**src/rtl/str_pack_if.sv**
```systemverilog
// Narrow input stream and wide output stream of the packer, bundled as one port.
// slave is the packer's view; master is the view of the logic driving it.
interface str_pack_if #(
    parameter int DATA_UP_WIDTH = 8,
    parameter int DATA_DN_WIDTH = 24
);
    localparam int DATA_NB = DATA_DN_WIDTH / DATA_UP_WIDTH;

    logic [DATA_UP_WIDTH-1:0] up_data;
    logic                     up_last;
    logic                     up_val;
    logic                     up_rdy;
    logic [DATA_DN_WIDTH-1:0] dn_data;
    logic [DATA_NB-1:0]       dn_keep;
    logic                     dn_last;
    logic                     dn_val;
    logic                     dn_rdy;

    modport master (
        output up_data, up_last, up_val,
        input  up_rdy,
        input  dn_data, dn_keep, dn_last, dn_val,
        output dn_rdy
    );

    modport slave (
        input  up_data, up_last, up_val,
        output up_rdy,
        output dn_data, dn_keep, dn_last, dn_val,
        input  dn_rdy
    );
endinterface

```
**src/rtl/str_pack.sv**
```systemverilog
// Stream packer: gathers DATA_NB narrow beats into one wide word, lane 0 first.
// up_last flushes a partial word early and dn_keep marks the occupied lanes.
module str_pack #(
    parameter int DATA_UP_WIDTH = 8,
    parameter int DATA_DN_WIDTH = 24
) (
    input  logic      clk,
    input  logic      rst,
    str_pack_if.slave bus
);
    localparam int DATA_NB = DATA_DN_WIDTH / DATA_UP_WIDTH;
    localparam int IDX_W   = (DATA_NB > 1) ? $clog2(DATA_NB) : 1;
    localparam logic [IDX_W-1:0] LAST_IDX = IDX_W'(DATA_NB - 1);

    logic [IDX_W-1:0]         idx_q, idx_d;
    logic [DATA_DN_WIDTH-1:0] acc_q, acc_d;
    logic [DATA_DN_WIDTH-1:0] dn_data_q, dn_data_d;
    logic [DATA_NB-1:0]       dn_keep_q, dn_keep_d;
    logic                     dn_last_q, dn_last_d;
    logic                     dn_val_q, dn_val_d;

    logic [DATA_DN_WIDTH-1:0] merged;
    logic [DATA_NB-1:0]       keep_mask;
    logic                     up_rdy;
    logic                     take;
    logic                     done;

    // A held word blocks the input; freeing it and loading the next share one edge.
    assign up_rdy = rst & (~dn_val_q | bus.dn_rdy);
    assign take   = bus.up_val & up_rdy;
    assign done   = take & ((idx_q == LAST_IDX) | bus.up_last);

    // Lanes above idx are always zero in the accumulator, so the merge needs no masking.
    always_comb begin
        merged    = acc_q;
        keep_mask = '0;
        for (int k = 0; k < DATA_NB; k++) begin
            if (idx_q == IDX_W'(k)) begin
                merged[k*DATA_UP_WIDTH +: DATA_UP_WIDTH] = bus.up_data;
            end
            keep_mask[k] = (IDX_W'(k) <= idx_q);
        end
    end

    always_comb begin
        idx_d     = idx_q;
        acc_d     = acc_q;
        dn_data_d = dn_data_q;
        dn_keep_d = dn_keep_q;
        dn_last_d = dn_last_q;
        dn_val_d  = dn_val_q;

        if (dn_val_q && bus.dn_rdy) begin
            dn_val_d  = 1'b0;
            dn_last_d = 1'b0;
        end

        if (take) begin
            if (done) begin
                dn_data_d = merged;
                dn_keep_d = keep_mask;
                dn_last_d = bus.up_last;
                dn_val_d  = 1'b1;
                idx_d     = '0;
                acc_d     = '0;
            end else begin
                acc_d = merged;
                idx_d = idx_q + 1'b1;
            end
        end
    end

    always_ff @(posedge clk or negedge rst) begin
        if (!rst) begin
            idx_q     <= '0;
            acc_q     <= '0;
            dn_data_q <= '0;
            dn_keep_q <= '0;
            dn_last_q <= 1'b0;
            dn_val_q  <= 1'b0;
        end else begin
            idx_q     <= idx_d;
            acc_q     <= acc_d;
            dn_data_q <= dn_data_d;
            dn_keep_q <= dn_keep_d;
            dn_last_q <= dn_last_d;
            dn_val_q  <= dn_val_d;
        end
    end

    assign bus.up_rdy  = up_rdy;
    assign bus.dn_data = dn_data_q;
    assign bus.dn_keep = dn_keep_q;
    assign bus.dn_last = dn_last_q;
    assign bus.dn_val  = dn_val_q;
endmodule
```
**src/flat_wrapper.sv**
```systemverilog
// flat-port wrapper written by rule: the top's interface ports become plain ports
module str_pack_flat 
#(
    parameter int DATA_UP_WIDTH = 8,
    parameter int DATA_DN_WIDTH = 24
)
  (clk, rst, bus_up_data, bus_up_last, bus_up_val, bus_up_rdy, bus_dn_data, bus_dn_keep, bus_dn_last, bus_dn_val, bus_dn_rdy);
  str_pack_if #(.DATA_UP_WIDTH(DATA_UP_WIDTH), .DATA_DN_WIDTH(DATA_DN_WIDTH)) bus_i ();
  input  logic clk;
  input  logic rst;
  input wire logic [$bits(bus_i.up_data)-1:0] bus_up_data;
  input wire logic [$bits(bus_i.up_last)-1:0] bus_up_last;
  input wire logic [$bits(bus_i.up_val)-1:0] bus_up_val;
  output wire logic [$bits(bus_i.up_rdy)-1:0] bus_up_rdy;
  output wire logic [$bits(bus_i.dn_data)-1:0] bus_dn_data;
  output wire logic [$bits(bus_i.dn_keep)-1:0] bus_dn_keep;
  output wire logic [$bits(bus_i.dn_last)-1:0] bus_dn_last;
  output wire logic [$bits(bus_i.dn_val)-1:0] bus_dn_val;
  input wire logic [$bits(bus_i.dn_rdy)-1:0] bus_dn_rdy;
  assign bus_i.up_data = bus_up_data;
  assign bus_i.up_last = bus_up_last;
  assign bus_i.up_val = bus_up_val;
  assign bus_up_rdy = bus_i.up_rdy;
  assign bus_dn_data = bus_i.dn_data;
  assign bus_dn_keep = bus_i.dn_keep;
  assign bus_dn_last = bus_i.dn_last;
  assign bus_dn_val = bus_i.dn_val;
  assign bus_i.dn_rdy = bus_dn_rdy;
  str_pack #(.DATA_UP_WIDTH(DATA_UP_WIDTH), .DATA_DN_WIDTH(DATA_DN_WIDTH)) u_core (.clk(clk), .rst(rst), .bus(bus_i));
endmodule
```
**config.mk**
```make
export PLATFORM = sky130hd
export DESIGN_NAME = str_pack_flat
export DESIGN_NICKNAME = d
export VERILOG_FILES = /design/src/rtl/str_pack_if.sv /design/src/rtl/str_pack.sv /design/src/flat_wrapper.sv
export SDC_FILE = /design/constraint.sdc
export NUM_CORES = 1
export LEC_CHECK = 0
export ABC_AREA = 1
export BUFFER_PORTS_ARGS = -buffer_cell sky130_fd_sc_hd__buf_2
export CAP_MARGIN = 40
export CORE_ASPECT_RATIO = 0.7
export CORE_MARGIN = 3
export CORE_UTILIZATION = 40
export CTS_CLUSTER_SIZE = 20
export DETAILED_ROUTE_END_ITERATION = 8
export GPL_TIMING_DRIVEN = 1
export HOLD_SLACK_MARGIN = 0.06
export SYNTH_ARGS = -nofsm -noshare
export SYNTH_HDL_FRONTEND = slang
export SYNTH_SLANG_ARGS = --single-unit
export TNS_END_PERCENT = 50
```
**constraint.sdc**
```tcl
create_clock -name clk -period 3.55 [get_ports clk]
set_clock_uncertainty 0.2 [all_clocks]
set_input_delay 0.355 -clock clk [delete_from_list [all_inputs] [get_ports clk]]
set_output_delay 0.355 -clock clk [all_outputs]
set_load 0.005 [all_outputs]
```
* After elaboration in Yosys (flattened, before gate mapping)
Index checks and enable logic that the tools add are counted.
W data, S select, Z words.
** Storage, ports and cells
- Register bits after elaboration :: 55
- Input port bits :: 13
- Output and inout bits :: 30
- Word-level logic and storage cells :: 32
** Operators by class
- Add/sub/neg operators :: 1
- Magnitude comparators :: 3
- Equality and inequality tests :: 2
- Muxes and demuxes :: 11
- Bitwise logic cells :: 6
- Reduce and logical (&&, ||, !) cells :: 3
** Operator list (count)
- $mux W24 :: 1
- $mux W8 :: 3
- $mux W1 :: 6
- $le A1 B2 Y1 const A :: 2
- $and A1 B1 Y1 :: 3
- $add A2 B1 Y2 const B :: 1
- $eq A2 B1 Y1 const B :: 1
- $eq A2 B2 Y1 const B :: 1
- $le A2 B2 Y1 const A :: 1
- $logic_not A2 Y1 :: 1
- $mux W2 :: 1
- $or A1 B1 Y1 :: 2
- $reduce_and A2 Y1 :: 1
- $logic_and A1 B1 Y1 :: 1
- $not A1 Y1 :: 1

* Depth between registers and ports, before layout
- Depth after elaboration :: 7
- Gate-level depth with buffers :: 10
- Depth with buffers taken out :: 9

* Worst setup path after synthesis
Ideal clock, no wire load.
- Path kind :: register -> register
- From :: reg u_core.idx_q[0]
- To :: reg u_core.dn_data_q[10], in the netlist u_core.bus.dn_data[10]
- Library setup time :: 0.117 ns
- Data arrival time :: 1.340 ns
- Required time :: 3.233 ns
- Path slack :: 1.893 ns
- Cell stages (with the launch flop) :: 10
- Buffers on the path :: 2
- Period minus slack after synthesis :: 1.657 ns
- Path through :: dfrtp_1 inv_1 ha_1 inv_2 nand2_4 nand4_2 buf_4 buf_6 nand2_1 nand2_1
** Between the ends
- Word-level cells in the longest chain between the ends :: 4
- Elaborated cells on any way between the ends :: 6
- Those cells by class :: 2 x eq/ne; 1 x mux; 2 x bitwise; 1 x reduce/logical
** Ends and longest elaborated chain
- start, declared :: RTL line str_pack.sv:15 : logic [IDX_W-1:0] idx_q, idx_d;
- start signal, assigned :: RTL line str_pack.sv:82 : idx_q <= idx_d;
- $eq A2 B2 Y1 :: RTL line str_pack.sv:31 : assign done = take & ((idx_q == LAST_IDX) | bus.up_last);
- $or A1 B1 Y1 :: RTL line str_pack.sv:31
- $and A1 B1 Y1 :: RTL line str_pack.sv:31
- $reduce_and A2 Y1 (no source line)
- end signal, assigned :: RTL line str_pack.sv:84 : dn_data_q <= dn_data_d;
- end, declared :: RTL line str_pack.sv:17 : logic [DATA_DN_WIDTH-1:0] dn_data_q, dn_data_d;
Several ways; a longest one is shown, not always the timed one.
A chain may end at the register's enable or synchronous reset.

* Worst setup path in the final report
- From :: reg u_core.idx_q[0]
- To :: reg u_core.dn_data_q[12], in the netlist u_core.bus.dn_data[12]
Same word-level chain as after synthesis.

==> run_results.csv <==
group,metric,value,unit
status,outcome,"complete, no violations",
synthesis,netlist_area,2700,µm²
synthesis,yosysTopAreaCell,"dfrtp_1",
die,start_util,42.2,%
critical_path,r2r_end,"u_core.bus.dn_data[12]$_DFFE_PN0P_",
drt,vias,2196,
placed_design,place_congestion,0.815,
timing,tns,0,ns
cells_and_area,area_growth,12.6,%
clock_network,cts_resized,0,
cells_and_area,layout_common_cells,"nand2_1 (192), dfrtp_1 (55), inv_1 (49), buf_2 (42), nand4_1 (20)",
global_routing,first_global_vias,2046,
clock_network,clock_latency,0.31,ns
synthesis,synth_nets,380,
timing,final-max-slew-violation-count,0,
global_routing,grt_pass1_wl,10500,µm
cells_and_area,nets,415,
die,io_pins,43,
power_and_ir_drop,power.total,1840,µW
clock_network,cts_hold_buf,1,
timing,grt_setup_unrepaired,"false",
timing,fin_crit_sh,70.9,%
clock_network,cts.sink_count,55,
drt,drt_iter0_drc,221,
critical_path,worst_setup_path_end_kind,"register",
cells_and_area,diodes,0,
global_routing,grtUsageTotal,17.4,%
power_and_ir_drop,leakage,0.00183,µW
cells_and_area,drive_gt1_share,14.8,%
global_routing,overflow,0,
synthesis,yosysTopAreaCellShare,50.9,%
die,rows,24,
critical_path,start_kind,"register",
timing,finalSetupViolCount,0,
die,die_area,7790,µm²
critical_path,cp_max_fo,29,
placed_design,hpwl,4550,µm
critical_path,rr_worst_depth,7,
drt,firstDrtPassIters,4,
clock_network,cts_root_buffer,"clkbuf_8",
synthesis,ys_ff_latch,55,
drt,antenna_left,0,
critical_path,regToRegSetupSlack,1.03,ns
placed_design,io_buffer_count,42,
clock_network,cts_buffer_depth,2,
timing,tightest_slew,0.728,ns
timing,slew_headroom,51.4,%
hold_path,min_from,"bus_up_last",
clock_network,postCtsSetupRepairBufs,0,
synthesis,netlist_top_cells_area,"dfrtp_1 (51%), nand2_1 (27%), inv_1 (6.8%)",
drt,routed_wl,6260,µm
synthesis,synthCells,363,
hold_path,min_path_type,"input pin to register",
synthesis,synth.avg_cell_area,7.44,µm²
synthesis,yosys_warnings,0,
synthesis,synthDistinctLibCells,21,
clock_network,cts_tree,"yes",
critical_path,r2r-start,"u_core.idx_q[0]$_DFFE_PN0N_",
cells_and_area,final_util,47.6,%
hold_path,hold_depth,3,
die,die_y,74.8,µm
critical_path,criticalPathCategory,"register to register",
die,core,6400,µm²
clock_network,cts_buffers,5,
placed_design,postPlaceCellArea,2940,µm²
cells_and_area,stdcell_area,3040,µm²
global_routing,grt_max_degree,36,
timing,finalCriticalPeriod,2.52,ns
drt,via_per_inst,4.48,
cells_and_area,mostFrequentLayoutCell,"nand2_1",
drt,drc,0,
clock_network,htree_levels,2,
hold_path,min_to,"u_core.bus.dn_last$_DFF_PN0_",
critical_path,cp.arrival,2.52,ns
synthesis,yosysSeqAreaShare,50.9,%
timing,fmax,397,MHz
timing,hold_viol_final,0,
power_and_ir_drop,peakVddDrop,0.232,mV
power_and_ir_drop,p_per_area,604,nW/µm²
global_routing,antenna_found_initial,1,
drt,wire_per_inst,12.8,µm
clock_network,clk_pin_slew_worst_paths,0.10,ns
job,max_cap_violations,0,
critical_path,required,3.55,ns
die,die_x,104,µm
## per-layer routing
metal  wire, µm  vias up  track usage (%)
met2       2340       56             24.5
met3        451       10             3.60
li1           -     1158                -
met5         13        -                0
met4         61        2             3.69
met1       3390      970             27.4
## synthesized netlist by cell type, drive strengths merged
master,n
nand2,194
dfrtp,55
inv,52
nand4,21
buf,13
nor2,9
o21ai,6
clkbuf,4
ha,4
nand3,3
a21boi,1
a21oi,1
## through the flow
stage | hold slack (ns) | setup WS (ns) | instances
final | 0.107 | 1.03 | 490
after global placement | 0.183 | 1.10 | 481
after CTS | 0.0985 | 0.999 | 490
after detailed placement | 0.183 | 1.02 | 481
after floorplan | -0.141 | 1.89 | 363
after global routing | 0.0973 | 0.718 | 490
## kinds of logic (layout without fill, tap and decap cells)
family                     after synthesis  after routing  synth area share, %
AOI/OAI and AO/OA                        8              8                 1.57
DFF                                     55             55                 50.9
buffers and inverters                   69            105                 10.9
and+or+nand+nor                        227            227                 34.7
adders and majority gates                4              4                 1.85
## how the worst max path moves through the flow
stage | to | cells past startpoint | from
after floorplan | u_core.bus.dn_data[10]$_DFFE_PN0P_ | 9 | u_core.idx_q[0]$_DFFE_PN0N_
after global placement | u_core.bus.dn_data[22]$_DFFE_PN0P_ | 7 | u_core.idx_q[0]$_DFFE_PN0N_
after detailed placement | u_core.bus.dn_data[12]$_DFFE_PN0P_ | 7 | u_core.idx_q[0]$_DFFE_PN0N_
after CTS | u_core.bus.dn_data[12]$_DFFE_PN0P_ | 7 | u_core.idx_q[0]$_DFFE_PN0N_
after global routing | u_core.bus.dn_data[5]$_DFFE_PN0P_ | 7 | u_core.idx_q[0]$_DFFE_PN0N_
final | u_core.bus.dn_data[12]$_DFFE_PN0P_ | 7 | u_core.idx_q[0]$_DFFE_PN0N_
## state kept, by name (all words and copies together) (netlist names)
signal and count:
u_core.bus.dn_keep 3, u_core.bus.dn_data 24, u_core.bus.dn_last 1, u_core.bus.dn_val 1
u_core.acc_q 24, u_core.idx_q 2
## power by group
group	switching, µW	leakage, µW	internal, µW	total (µW)
logic	386	0.00110	227	613
clock network	206	0.0000454	142	348
registers	89.8	0.000691	788	878
## area by class of cell
cell class	count	area, µm²
inverters	52	198
fillers	670	3350
repair buffers	45	235
clock inverters	2	17.5
clock buffers	6	72.6
multi-input cells	239	1030
flip-flops and latches	55	1380
well taps	91	114
## critical path, stage by stage, from the launching register on
cell	delay, ns
dfrtp_1	0.42
inv_1	0.13
ha_1	0.43
inv_2	0.12
nand2_4	0.21
nand4_2	0.60
nand2_1	0.24
nand2_1	0.06
No activity file was read; power rests on OpenSTA's default activity.
